## config.mk

```make
export PLATFORM = sky130hd
export DESIGN_NAME = fp_div_seq
export DESIGN_NICKNAME = d
export VERILOG_FILES = /design/src/rtl/fp_div_seq.sv
export SDC_FILE = /design/constraint.sdc
export NUM_CORES = 1
export LEC_CHECK = 0
export CAP_MARGIN = 25
export CORE_UTILIZATION = 25
export DETAILED_ROUTE_END_ITERATION = 7
export SETUP_SLACK_MARGIN = 0.05
export SYNTH_ARGS = -nofsm -noshare
export SYNTH_HDL_FRONTEND = slang
export SYNTH_SLANG_ARGS = --single-unit
```

## constraint.sdc

```tcl
create_clock -name clk -period 7.09 [get_ports clk]
set_input_delay 1.418 -clock clk [delete_from_list [all_inputs] [get_ports clk]]
set_output_delay 1.418 -clock clk [all_outputs]
set_load 0.01 [all_outputs]
```

## src/rtl/fp_div_seq.sv

```systemverilog
//==============================================================================
// Module      : fp_div_seq
// Description : Sequential IEEE-754 single-precision divider (result = A / B).
//               Restoring radix-2 mantissa division producing one quotient bit
//               per cycle, followed by normalisation and round-to-nearest-even.
//               Shares the start/done/result interface of the FP multiplier.
// Ports       : clk, reset (async, active-high)
//               start, A, B            -> launch a divide (accepted in IDLE)
//               busy, done, result     -> status pulse and held quotient
//               overflow/underflow/div_by_zero/invalid flags, held with result
// Revision    : 1.0 - initial release
//==============================================================================
`default_nettype none

module fp_div_seq #(
    parameter int QBITS = 26,
    parameter int EXP_W = 10
) (
    input  logic        clk,
    input  logic        reset,
    input  logic        start,
    input  logic [31:0] A,
    input  logic [31:0] B,
    output logic        busy,
    output logic        done,
    output logic [31:0] result,
    output logic        overflow_flag,
    output logic        underflow_flag,
    output logic        div_by_zero_flag,
    output logic        invalid_flag
);

    localparam int CNT_W = $clog2(QBITS);
    localparam logic [31:0] c_QNAN = 32'h7FC0_0000;
    localparam logic signed [EXP_W-1:0] c_BIAS    = EXP_W'(127);
    localparam logic signed [EXP_W-1:0] c_EXP_MAX = EXP_W'(255);
    localparam logic signed [EXP_W-1:0] c_EXP_MIN = EXP_W'(0);

    typedef enum logic [2:0] {
        S_IDLE  = 3'd0,
        S_CHECK = 3'd1,
        S_DIV   = 3'd2,
        S_NORM  = 3'd3,
        S_ROUND = 3'd4,
        S_DONE  = 3'd5
    } state_t;

    state_t                   state_q, state_d;
    logic [31:0]              a_q, b_q;
    logic [24:0]              rem_q;
    logic [23:0]              mb_q;
    logic [QBITS-1:0]         q_q;
    logic [CNT_W-1:0]         cnt_q;
    logic signed [EXP_W-1:0]  exp_q;
    logic                     sign_q;
    logic [23:0]              mant_q;
    logic                     guard_q, sticky_q;
    logic                     done_q;

    // ---------------- operand decode (denormals behave as zero) ----------------
    logic [7:0] w_a_exp, w_b_exp;
    logic       w_a_nan, w_b_nan, w_a_inf, w_b_inf, w_a_zero, w_b_zero, w_sign;

    assign w_a_exp  = a_q[30:23];
    assign w_b_exp  = b_q[30:23];
    assign w_a_nan  = (&w_a_exp) & (|a_q[22:0]);
    assign w_b_nan  = (&w_b_exp) & (|b_q[22:0]);
    assign w_a_inf  = (&w_a_exp) & ~(|a_q[22:0]);
    assign w_b_inf  = (&w_b_exp) & ~(|b_q[22:0]);
    assign w_a_zero = (w_a_exp == 8'd0);
    assign w_b_zero = (w_b_exp == 8'd0);
    assign w_sign   = a_q[31] ^ b_q[31];

    logic        w_special, w_sp_inv, w_sp_dbz;
    logic [31:0] w_sp_res;

    always_comb begin
        w_special = 1'b1;
        w_sp_inv  = 1'b0;
        w_sp_dbz  = 1'b0;
        w_sp_res  = 32'd0;
        if (w_a_nan || w_b_nan || (w_a_zero && w_b_zero) || (w_a_inf && w_b_inf)) begin
            w_sp_res = c_QNAN;
            w_sp_inv = 1'b1;
        end else if (w_a_inf) begin
            w_sp_res = {w_sign, 8'hFF, 23'd0};
        end else if (w_b_zero) begin
            w_sp_res = {w_sign, 8'hFF, 23'd0};
            w_sp_dbz = 1'b1;
        end else if (w_b_inf || w_a_zero) begin
            w_sp_res = {w_sign, 31'd0};
        end else begin
            w_special = 1'b0;
        end
    end

    // ---------------- restoring division step ----------------
    logic [24:0] w_diff;
    logic        w_ge;
    logic [24:0] w_rem_next;

    assign w_diff     = rem_q - {1'b0, mb_q};
    assign w_ge       = (rem_q >= {1'b0, mb_q});
    // After a successful subtract rem < mb < 2^24, so the shift never loses a bit.
    assign w_rem_next = (w_ge ? w_diff : rem_q) << 1;

    // ---------------- rounding ----------------
    logic                    w_inc;
    logic [24:0]             w_mant_r;
    logic [23:0]             w_mant_f;
    logic signed [EXP_W-1:0] w_exp_r;

    assign w_inc    = guard_q & (sticky_q | mant_q[0]);
    assign w_mant_r = {1'b0, mant_q} + {24'd0, w_inc};
    assign w_mant_f = w_mant_r[24] ? w_mant_r[24:1] : w_mant_r[23:0];
    assign w_exp_r  = exp_q + (w_mant_r[24] ? EXP_W'(1) : EXP_W'(0));

    // ---------------- state machine ----------------
    always_comb begin
        state_d = state_q;
        case (state_q)
            S_IDLE:  if (start) state_d = S_CHECK;
            S_CHECK: state_d = w_special ? S_DONE : S_DIV;
            S_DIV:   if (cnt_q == '0) state_d = S_NORM;
            S_NORM:  state_d = S_ROUND;
            S_ROUND: state_d = S_DONE;
            S_DONE:  state_d = S_IDLE;
            default: state_d = S_IDLE;
        endcase
    end

    always_ff @(posedge clk or posedge reset) begin
        if (reset) begin
            state_q <= S_IDLE;
            done_q  <= 1'b0;
        end else begin
            state_q <= state_d;
            // done trails the DONE state by one cycle so it coincides with busy low
            done_q  <= (state_q == S_DONE);
        end
    end

    // ---------------- datapath ----------------
    always_ff @(posedge clk or posedge reset) begin
        if (reset) begin
            a_q              <= '0;
            b_q              <= '0;
            rem_q            <= '0;
            mb_q             <= '0;
            q_q              <= '0;
            cnt_q            <= '0;
            exp_q            <= '0;
            sign_q           <= 1'b0;
            mant_q           <= '0;
            guard_q          <= 1'b0;
            sticky_q         <= 1'b0;
            result           <= '0;
            overflow_flag    <= 1'b0;
            underflow_flag   <= 1'b0;
            div_by_zero_flag <= 1'b0;
            invalid_flag     <= 1'b0;
        end else begin
            case (state_q)
                S_IDLE: if (start) begin
                    a_q              <= A;
                    b_q              <= B;
                    overflow_flag    <= 1'b0;
                    underflow_flag   <= 1'b0;
                    div_by_zero_flag <= 1'b0;
                    invalid_flag     <= 1'b0;
                end
                S_CHECK: begin
                    if (w_special) begin
                        result       <= w_sp_res;
                        invalid_flag     <= w_sp_inv;
                        div_by_zero_flag <= w_sp_dbz;
                    end else begin
                        rem_q  <= {2'b01, a_q[22:0]};
                        mb_q   <= {1'b1, b_q[22:0]};
                        q_q    <= '0;
                        cnt_q  <= CNT_W'(QBITS - 1);
                        sign_q <= w_sign;
                        exp_q  <= $signed({{(EXP_W-8){1'b0}}, w_a_exp})
                                - $signed({{(EXP_W-8){1'b0}}, w_b_exp}) + c_BIAS;
                    end
                end
                S_DIV: begin
                    q_q   <= {q_q[QBITS-2:0], w_ge};
                    rem_q <= w_rem_next;
                    cnt_q <= cnt_q - CNT_W'(1);
                end
                S_NORM: begin
                    if (q_q[QBITS-1]) begin
                        mant_q   <= q_q[QBITS-1 -: 24];
                        guard_q  <= q_q[QBITS-25];
                        sticky_q <= q_q[QBITS-26] | (|rem_q);
                    end else begin
                        mant_q   <= q_q[QBITS-2 -: 24];
                        guard_q  <= q_q[QBITS-26];
                        sticky_q <= |rem_q;
                        exp_q    <= exp_q - EXP_W'(1);
                    end
                end
                S_ROUND: begin
                    if (w_exp_r >= c_EXP_MAX) begin
                        result        <= {sign_q, 8'hFF, 23'd0};
                        overflow_flag <= 1'b1;
                    end else if (w_exp_r <= c_EXP_MIN) begin
                        result         <= {sign_q, 31'd0};
                        underflow_flag <= 1'b1;
                    end else begin
                        result <= {sign_q, w_exp_r[7:0], w_mant_f[22:0]};
                    end
                end
                default: ;
            endcase
        end
    end

    assign busy = (state_q != S_IDLE);
    assign done = done_q;

endmodule

`default_nettype wire

```

==> results of run 1 <==
==> final cells by class <==
cell class | instances | area (um2)
clock inverter | 12 | 206
multi-input combinational | 1066 | 5990
fill | 4869 | 32400
tap | 607 | 759
sequential | 221 | 5530
inverter | 53 | 203
timing repair buffer | 117 | 1150
clock buffer | 31 | 697
==> sequential cells by signal, summed over array words and instances, names as in the netlist, 3 cells and up <==
name	flops
a_q	32
b_q	32
cnt_q	5
exp_q	10
mant_q	24
mb_q	24
q_q	26
rem_q	25
result	32
state_q	3
==> kinds of logic (layout without fill, tap and decap cells) <==
logic type	count (synthesis)	after routing	synth area share [%]
simple gates	623	623	22.3
xor+xnor	57	57	4.16
buf+inv	123	213	4.00
flops	221	221	46.1
fa+ha+maj	42	42	4.51
compound gates	311	311	16.2
mux	33	33	2.77
==> cell usage in the layout (no fill, tap or decap), types with 32 or more instances in the layout <==
cell type          n
a21oi_1           53
clkdlybuf4s50_1  104
dfrtp_1          221
ha_1              40
inv_1             51
mux2i_1           32
nand2_1          398
nor2_1            81
o21ai_0           98
o21ai_1           42
==> final timing paths <==
path,cells past startpoint,endpoint,slack [ns],start
max in group asynchronous,4,mb_q[5]$_DFFE_PP0P_,4.32,reset
worst min register to register,2,mb_q[23]$_DFFE_PP0P_,0.46,mb_q[23]$_DFFE_PP0P_
min in group asynchronous,3,a_q[15]$_DFFE_PP0P_,1.43,reset
worst max-delay path,20,result[22]$_DFFE_PP0P_,2.04,mant_q[0]$_DFFE_PP0P_
worst min-delay path,2,mb_q[23]$_DFFE_PP0P_,0.46,mb_q[23]$_DFFE_PP0P_
worst max register to register,20,result[22]$_DFFE_PP0P_,2.04,mant_q[0]$_DFFE_PP0P_
==> synthesized netlist by cell type (3+ instances only) <==
master,number
nand3_1,31
a22o_1,14
a21boi_0,5
mux2i_1,32
nand2_1,399
xor2_1,31
nor2b_1,7
ha_1,40
nand4_1,10
and3_1,12
or4_1,3
nor3b_1,4
o21ai_0,98
dfrtp_1,221
and3b_1,3
inv_1,52
a211oi_1,17
nand2b_1,10
or3_1,5
a31oi_1,22
o21ai_1,42
o21a_1,7
a21oi_1,53
o211a_1,3
o31ai_1,4
and2_1,6
xnor2_1,26
a21o_1,14
buf_2,11
nor4_1,19
nor3_1,21
nor2_1,81
clkbuf_1,56
==> stage by stage <==
step	worst slack, ns	std cells
finish	2.04	2107
global route	1.58	2107
CTS	2.06	2107
detailed placement	2.08	2064
global placement	2.35	2064
floorplan	2.79	1410
==> critical path: cells and delay by family, from the launching register on <==
family	cells	cell delay [ns]
AOI/OAI and AO/OA	4	0.81
adders and majority gates	3	0.54
DFF	1	0.37
and+or+nand+nor	11	2.97
xor gates and xnor gates	1	0.16
buffers and inverters	1	0.13
==> power breakdown <==
| part | internal [mW] | switching [mW] | total (mW) | leakage [nW] |
|---|---|---|---|---|
| combinational | 1.33 | 1.96 | 3.29 | 3.01 |
| clock | 0.878 | 0.536 | 1.41 | 0.444 |
| sequential | 1.68 | 0.396 | 2.08 | 2.84 |
| total | 3.90 | 2.89 | 6.79 | 6.29 |
==> layer usage <==
| metal | share of wire, % | track usage, % |
|---|---|---|
| met5 | 0 | 0 |
| met4 | 2.0 | 2.82 |
| met3 | 3.5 | 1.95 |
| met2 | 49 | 22.0 |
| met1 | 46 | 16.8 |
==> results.yml, run 1 <==
sta:
  setup_viol: 0
  finalMaxSlewViolations: 0
  finClkSkew_ns: 0.0186
  min_period_over_period_pct: 71.3
  setup_tns_ns: 0
  max_slew_margin_pct: 34.5
  rsz0062_at_grt: "no"
  hold_viol_final: 0
  min_period_ns: 5.05
  holdWs_ns: 0.455
  tightestPinTransition_ns: 0.982
  fmax_mhz: 198
clocking:
  postCtsResizedCells: 0
  clock_sinks: 221
  cts-root-buf: "clkbuf_16"
  clock_latency_ns: 0.54
  ctsLongestPathBuffers: 3
  clkTransAtPathRegs_ns: 0.06
  cts_buffers: 24
  ctsHtreeMaxLevel: 1
  cts_setup_buffers: 0
  cts_tree: "done"
  ctsHoldBuffers: 0
power_and_ir_drop:
  total_power_mw: 6.79
  leakagePower_nw: 6.29
  vdd.ir_drop.worst_v: 0.000256
  power.density_nw_per_um2: 467
die:
  die_y_um: 221
  start_util_pct: 25.5
  dieArea_um2: 48800
  boundaryPins: 105
  core_area_um2: 47000
  die_w_um: 221
  fp-row-count: 79
logic_synthesis:
  syn_inst: 1410
  syn_nets: 1519
  synth_async_sr_flop_share_pct: 100
  ys.flop_type: "dfrtp_1"
  syn_avg_cell_area_um2: 8.50
  synth_area_leaders: "dfrtp_1 46%, nand2_1 12%, ha_1 4.2%"
  ys_seq_area_share_pct: 46.1
  ys_ff_latch: 221
  yosys.area.top_type: "dfrtp_1"
  synth_edf_count: 0
  ys_types: 74
  synth_top_cell_area_share_pct: 46.1
  syn_area_um2: 12000
  synth_warnings: 0
final_layout:
  fin_util_pct: 31.0
  fin_area_um2: 14500
  final_layout_size_suffix_gt1_share_pct: 5.27
  nNetsFinal: 1592
  n_antenna_cell: 0
  area_delta_synth_final_pct: 21.2
placed_design:
  gp_congestion: 0.849
  hpwl_mm: 22.3
  io_buffers: 104
  dpl_cell_area_um2: 13600
flow_run:
  maxCapViolCount: 0
worst_setup_path:
  critPathRequiredTime_ns: 7.56
  worstSetupPathType: "reg2reg"
  arrival_ns: 5.52
  slowest_stage: "nor2_1"
  cpPeakStageDelay_ns: 0.67
  endpoint_kind: "flop"
  worstSetupStartpointType: "flop"
  critPathMaxFanout: 11
  crit_chain: "o21a_1 -> ha_1 -> ha_1 -> nand3_1 -> nor2_1 -> nand2_1 -> nor3_1 -> and3_1 -> nand2b_1 -> inv_2 -> ha_1 -> nand3_1 -> nor4_1 -> xnor2_1 -> and2_1 -> o41ai_2 -> nor2_1 -> a21boi_1 -> a2bb2oi_1 -> nor2_1"
grt:
  grt_max_degree: 169
  grt_pass1_vias: 9730
  grt_first_pass_wirelength_mm: 51.3
  antenna_found_initial: 0
  grt.total_usage_pct: 12.7
  grt_overflow: 0
detailed_routing:
  drt-vias-per-instance: 4.72
  first_iter_violations: 585
  wire_per_inst_um: 14.6
  drtPass1Iterations: 5
  routed_wl_mm: 30.9
  route.detailed.drc: 0
  vias: 9937
  final_antenna_net_count: 0
min_path:
  hold_class: "reg2reg"
run_status:
  outcome: "finished clean"
Power figures use the tool's default switching activity.
==> run 2, diff against run 1 <==
clock period = 4.3 ns   (was 7.09 ns; I/O delays follow)
==> run 2 against run 1 <==
  * Via count increased by 0.51%
  * Critical endpoint unchanged
  * Clock power increased by 75%
  * Die area unchanged
  * Final cell count increased by 0.85%
  * Critical path type unchanged
  * Worst hold slack got worse by 0.0040 ns
  * Clock skew increased by 0.0041 ns
  * Sequential power increased by 66%
==> results.yml, run 2 (synthesis gave the netlist of run 1 again) <==
clocking:
  cts-root-buf: "clkbuf_16"
  clkTransAtPathRegs_ns: 0.06
  cts_buffers: 27
  ctsHoldBuffers: 0
  clock_latency_ns: 0.55
  ctsLongestPathBuffers: 3
  cts_tree: "done"
  ctsHtreeMaxLevel: 1
  clock_sinks: 221
power_and_ir_drop:
  power.switching_mw: 4.85
  total_power_mw: 11.4
  swShare_pct: 42.6
  p_int_mw: 6.53
  leakagePower_nw: 6.39
  power.density_nw_per_um2: 769
  vdd.ir_drop.worst_v: 0.000348
  p_seq_share_pct: 30.3
  power_frac_comb_pct: 48.0
  clock_power_share_pct: 21.7
placed_design:
  gp_congestion: 0.856
  hpwl_mm: 23.3
  io_buffers: 104
  place_ws_ns: -0.0646
sta:
  fmax_mhz: 251
  min_period_over_period_pct: 92.6
  rsz0062_at_grt: "yes"
  finalMaxSlewViolations: 0
  finClkSkew_ns: 0.0227
  max_slew_margin_pct: 31.4
  final.setup.worst_slack_ns: 0.318
  setup_viol: 0
  tightestPinTransition_ns: 1.03
  min_period_ns: 3.98
  hold_viol_final: 0
detailed_routing:
  drtPass1Iterations: 5
  routed_wl_mm: 31.7
  wire_per_inst_um: 14.9
  final_antenna_net_count: 0
  drt-vias-per-instance: 4.70
  route.detailed.drc: 0
  first_iter_violations: 661
  vias: 9988
min_path:
  hold_class: "reg2reg"
worst_setup_path:
  cpPeakStageDelay_ns: 0.37
  slowest_stage: "dfrtp_1"
  critPathBufInv: 4
  worstSetupStartpointType: "flop"
  crit_top_cell: "ha_1"
  endpoint_kind: "flop"
  arrival_ns: 4.42
  critPathMaxFanout: 6
  worstSetupPathType: "reg2reg"
  path_delay_family: "simple AND/OR/NAND/NOR gates"
  critPathRequiredTime_ns: 4.74
  crit_chain: "o21a_1 -> ha_1 -> ha_1 -> nand3_1 -> nor2_2 -> nand2_1 -> nor3_1 -> buf_4 -> and3_2 -> nand2b_2 -> inv_4 -> ha_1 -> ha_2 -> nand4_1 -> buf_4 -> nor2_2 -> a31oi_1 -> o41ai_2 -> nor2_1 -> buf_6 -> a21boi_4 -> a2bb2oi_1 -> nor2_1"
die:
  die_y_um: 221
  core_area_um2: 47000
  dieArea_um2: 48800
  start_util_pct: 25.5
  fp-row-count: 79
  boundaryPins: 105
  die_w_um: 221
grt:
  grt_first_pass_wirelength_mm: 52.1
  grt_max_degree: 62
  grt.total_usage_pct: 12.9
  grt_pass1_vias: 9880
  antenna_found_initial: 0
  grt_overflow: 0
run_status:
  outcome: "finished clean"
flow_run:
  maxCapViolCount: 0
final_layout:
  area_delta_synth_final_pct: 23.3
  final_cell_mix: "398 x nand2_1, 221 x dfrtp_1, 104 x clkdlybuf4s50_1, 97 x o21ai_0, 78 x nor2_1"
  final_layout_size_suffix_gt1_share_pct: 6.79
  final_common_cell: "nand2_1"
  nNetsFinal: 1607
  reg.largest.list: "a_q x32, b_q x32, result x32"
  n_antenna_cell: 0
run 2: cell types whose count changed in the layout (fill, tap and decap cells not counted), sizes merged:
cell,change
buf,+12
clkbuf,+5
clkinv,-2
clkinvlp,+2
inv,+1
run 2: worst paths after layout:
path                                            start                endpoint  slack [ns]  depth (start not counted)
worst max-delay path            mant_q[0]$_DFFE_PP0P_  result[22]$_DFFE_PP0P_        0.32                         23
worst min-delay path             mb_q[23]$_DFFE_PP0P_    mb_q[23]$_DFFE_PP0P_        0.45                          2
worst max register to register  mant_q[0]$_DFFE_PP0P_  result[22]$_DFFE_PP0P_        0.32                         23
worst min register to register   mb_q[23]$_DFFE_PP0P_    mb_q[23]$_DFFE_PP0P_        0.45                          2
max in group asynchronous                       reset   result[3]$_DFFE_PP0P_        2.95                          4
min in group asynchronous                       reset     a_q[18]$_DFFE_PP0P_        0.55                          2
run 2: power groups by stage:
stage / combinational [mW] / sequential, mW / clock [mW]
3_5_place_dp: 5.45 / 3.48 / 0
5_1_grt: 6.17 / 3.55 / 2.61
4_1_cts: 5.49 / 3.45 / 2.52
6_report: 5.47 / 3.45 / 2.47
3_3_place_gp: 5.37 / 3.46 / 0
2_1_floorplan: 4.27 / 3.23 / 0
run 2: final cells by class:
type                       instances  area, um2
fill                            4921      32200
clock buffer                      36        749
timing repair buffer             129       1290
inverter                          53        205
multi-input combinational       1066       6040
sequential                       221       5530
tap                              607        759
clock inverter                    13        209
run 2: worst reg2reg max path: stages, from the launching register on:
cell and delay, ns:
dfrtp_1 0.37, o21a_1 0.12, ha_1 0.17, ha_1 0.19
nand3_1 0.12, nor2_2 0.12, nand2_1 0.10, nor3_1 0.19
buf_4 0.15, and3_2 0.22, nand2b_2 0.13, inv_4 0.12
ha_1 0.20, ha_2 0.22, nand4_1 0.12, buf_4 0.18
nor2_2 0.15, a31oi_1 0.12, o41ai_2 0.27, nor2_1 0.11
buf_6 0.14, a21boi_4 0.14, a2bb2oi_1 0.16, nor2_1 0.05
run 2: layer usage:
layer	global-route usage [%]	wire [um]	part of all wire (%)
met2	22.4	15400	49
met5	0	0	0
met4	3.68	828	2.6
met1	16.7	14600	46
met3	1.86	903	2.8
run 2: through the flow:
step | cells | TNS (ns) | area [um2] | hold slack [ns] | utilization [%]
2_1_floorplan | 1410 | 0 | 12000 | 0.418 | -
3_3_place_gp | 2071 | 0 | 13700 | 0.438 | 29.2
3_5_place_dp | 2071 | -0.121 | 13700 | 0.443 | 29.2
4_1_cts | 2121 | 0 | 14700 | 0.458 | 31.3
5_1_grt | 2125 | 0 | 14800 | 0.499 | 31.5
6_report | 2125 | 0 | 14800 | 0.451 | 31.5
run 2: what timing repair did:
action	4_1_cts	5_1_grt
resized for setup	4	12
pin swaps	1	3
setup buffers	1	3
setup endpoints to repair	4	31
==> run 3, diff against run 2 <==
HOLD_SLACK_MARGIN = 0.15   (was unset)
SETUP_SLACK_MARGIN = unset   (was 0.05)
==> run 3 against run 2 <==
  * Die area stayed put
  * Count of clock-buffer cells in the layout did not move
  * Final area is essentially flat
  * Critical path depth is 2 lower
  * Power hardly changed
  * Non-clock buffer count down 1
  * Sequential cell count unchanged
  * Sequential share of layout area hardly changed
  * Setup slack worse by 0.11 ns
  * Largest power group unchanged
==> results.yml, run 3 (synthesis gave the netlist of run 1 again) <==
placed_design:
  gp_congestion: 0.856
  place_ws_ns: -0.0646
  hpwl_mm: 23.3
  place_inst: 2071
  io_buffers: 104
grt:
  grtUsageMet2_pct: 22.3
  grt_max_degree: 62
  grt_overflow: 0
  grt_pass1_vias: 9867
  busiest_layer: "met2"
  grt.total_usage_pct: 12.9
  antenna_found_initial: 0
  grt_first_pass_wirelength_mm: 52.0
  gr-usage-met1_pct: 16.7
  gr-usage-met3_pct: 1.86
worst_setup_path:
  worstSetupStartpointType: "flop"
  crit_chain: "o21a_1 -> ha_1 -> ha_2 -> nand3_2 -> nor2_4 -> nand2_1 -> nor3_2 -> buf_4 -> and3_4 -> nand2b_4 -> inv_4 -> ha_2 -> ha_2 -> nand4_1 -> nor2_2 -> a31oi_1 -> o41ai_2 -> nor2_1 -> buf_6 -> a21boi_2 -> a22o_1"
  path_delay_family: "simple AND/OR/NAND/NOR gates"
  rrSetupSlack_ns: 0.21
  worstSetupPathType: "reg2reg"
  cpPeakStageDelay_ns: 0.45
  slowest_stage: "o41ai_2"
  r2r_end: "result[10]$_DFFE_PP0P_"
  critPathRequiredTime_ns: 4.74
  critPathBufInv: 3
  crit_top_cell: "ha_2"
  critPathMaxFanout: 11
  r2r_cells: 21
  arrival_ns: 4.53
  endpoint_kind: "flop"
  r2r_start: "mant_q[0]$_DFFE_PP0P_"
clocking:
  ctsHtreeMaxLevel: 1
  ctsHoldBuffers: 0
  cts-root-buf: "clkbuf_16"
  clock_latency_ns: 0.55
  cts_tree: "done"
  cts_buffers: 27
  clock_sinks: 221
  clkTransAtPathRegs_ns: 0.06
  ctsLongestPathBuffers: 3
detailed_routing:
  drtPass1Iterations: 5
  vias: 10000
  routed_wl_mm: 31.7
  drt-vias-per-instance: 4.72
  route.detailed.drc: 0
  wire_per_inst_um: 14.9
  first_iter_violations: 689
  final_antenna_net_count: 0
die:
  die_y_um: 221
  die_w_um: 221
  boundaryPins: 105
  fp-row-count: 79
  start_util_pct: 25.5
  core_area_um2: 47000
  dieArea_um2: 48800
sta:
  setup_viol: 0
  final.setup.worst_slack_ns: 0.206
  finalMaxSlewViolations: 0
  max_slew_margin_pct: 31.1
  hold_viol_final: 0
  fmax_mhz: 244
  tightestPinTransition_ns: 1.03
  finClkSkew_ns: 0.0222
  min_period_ns: 4.09
  min_period_over_period_pct: 95.2
  setup_tns_ns: 0
flow_run:
  maxCapViolCount: 0
final_layout:
  final_common_cell: "nand2_1"
  final_layout_size_suffix_gt1_share_pct: 6.92
  area_delta_synth_final_pct: 23.4
  reg.largest.list: "a_q x32, b_q x32, result x32"
  n_antenna_cell: 0
  nNetsFinal: 1606
  fillers: 4919
  fin_util_pct: 31.5
  fin_cells: 2124
  final_cell_mix: "398 x nand2_1, 221 x dfrtp_1, 104 x clkdlybuf4s50_1, 98 x o21ai_0, 78 x nor2_1"
min_path:
  hold_class: "reg2reg"
  worstHoldStart: "mb_q[23]$_DFFE_PP0P_"
  min_to: "mb_q[23]$_DFFE_PP0P_"
  holdPathStages: 2
power_and_ir_drop:
  leakagePower_nw: 6.39
  vdd.ir_drop.worst_v: 0.000349
  power.density_nw_per_um2: 769
run_status:
  outcome: "finished clean"
==> run 3: worst max path at each step <==
| stage | endpoint | cells past startpoint | from |
|---|---|---|---|
| floorplan | result[1]$_DFFE_PP0P_ | 17 | mant_q[0]$_DFFE_PP0P_ |
| global placement | result[22]$_DFFE_PP0P_ | 22 | mant_q[0]$_DFFE_PP0P_ |
| detailed placement | result[22]$_DFFE_PP0P_ | 22 | mant_q[0]$_DFFE_PP0P_ |
| CTS | result[22]$_DFFE_PP0P_ | 22 | mant_q[0]$_DFFE_PP0P_ |
| global route | result[10]$_DFFE_PP0P_ | 21 | mant_q[0]$_DFFE_PP0P_ |
| finish | result[10]$_DFFE_PP0P_ | 21 | mant_q[0]$_DFFE_PP0P_ |
==> run 3: cell type report <==
cell class / instances / area, um2 / area share (%)
flip-flops and latches: 221 / 5530 / 37.4
clock buffers: 36 / 749 / 5.07
clock inverters: 13 / 209 / 1.41
well taps: 607 / 759 / 5.13
inverters: 53 / 205 / 1.39
multi-input cells: 1066 / 6060 / 40.9
repair buffers: 128 / 1290 / 8.70
==> run 3: metrics by stage <==
stage / hold WS [ns] / power [mW] / area, um2
after floorplan: 0.418 / 7.50 / 12000
after global placement: 0.438 / 8.83 / 13700
after detailed placement: 0.443 / 8.93 / 13700
after CTS: 0.458 / 11.5 / 14700
after global routing: 0.499 / 12.3 / 14800
final: 0.451 / 11.4 / 14800
==> run 3: tightest hold or removal path, delay by kind of cell (launching register included) <==
family / cells / cell delay, ns
buffers and inverters: 1 / 0.05
DFF: 1 / 0.32
and+or+nand+nor: 1 / 0.05
==> run 3: per-layer routing <==
metal / vias to the layer above / share of wire (%)
li1: 4988 / -
met5: - / 0
met3: 54 / 3.2
met2: 176 / 48
met4: 0 / 2.5
met1: 4802 / 46
==> run 3: timing repair <==
| item | in CTS | in global routing |
|---|---|---|
| pin swaps | 0 | 4 |
| gates resized for setup | 2 | 18 |
| setup endpoints to repair | 4 | 31 |
| setup buffers | 0 | 3 |
==> run 3: power breakdown <==
part / switching (mW) / total, mW / internal (mW)
Combinational: 3.24 / 5.47 / 2.23
Sequential: 0.668 / 3.45 / 2.78
Clock: 0.941 / 2.47 / 1.53
Total: 4.85 / 11.4 / 6.53
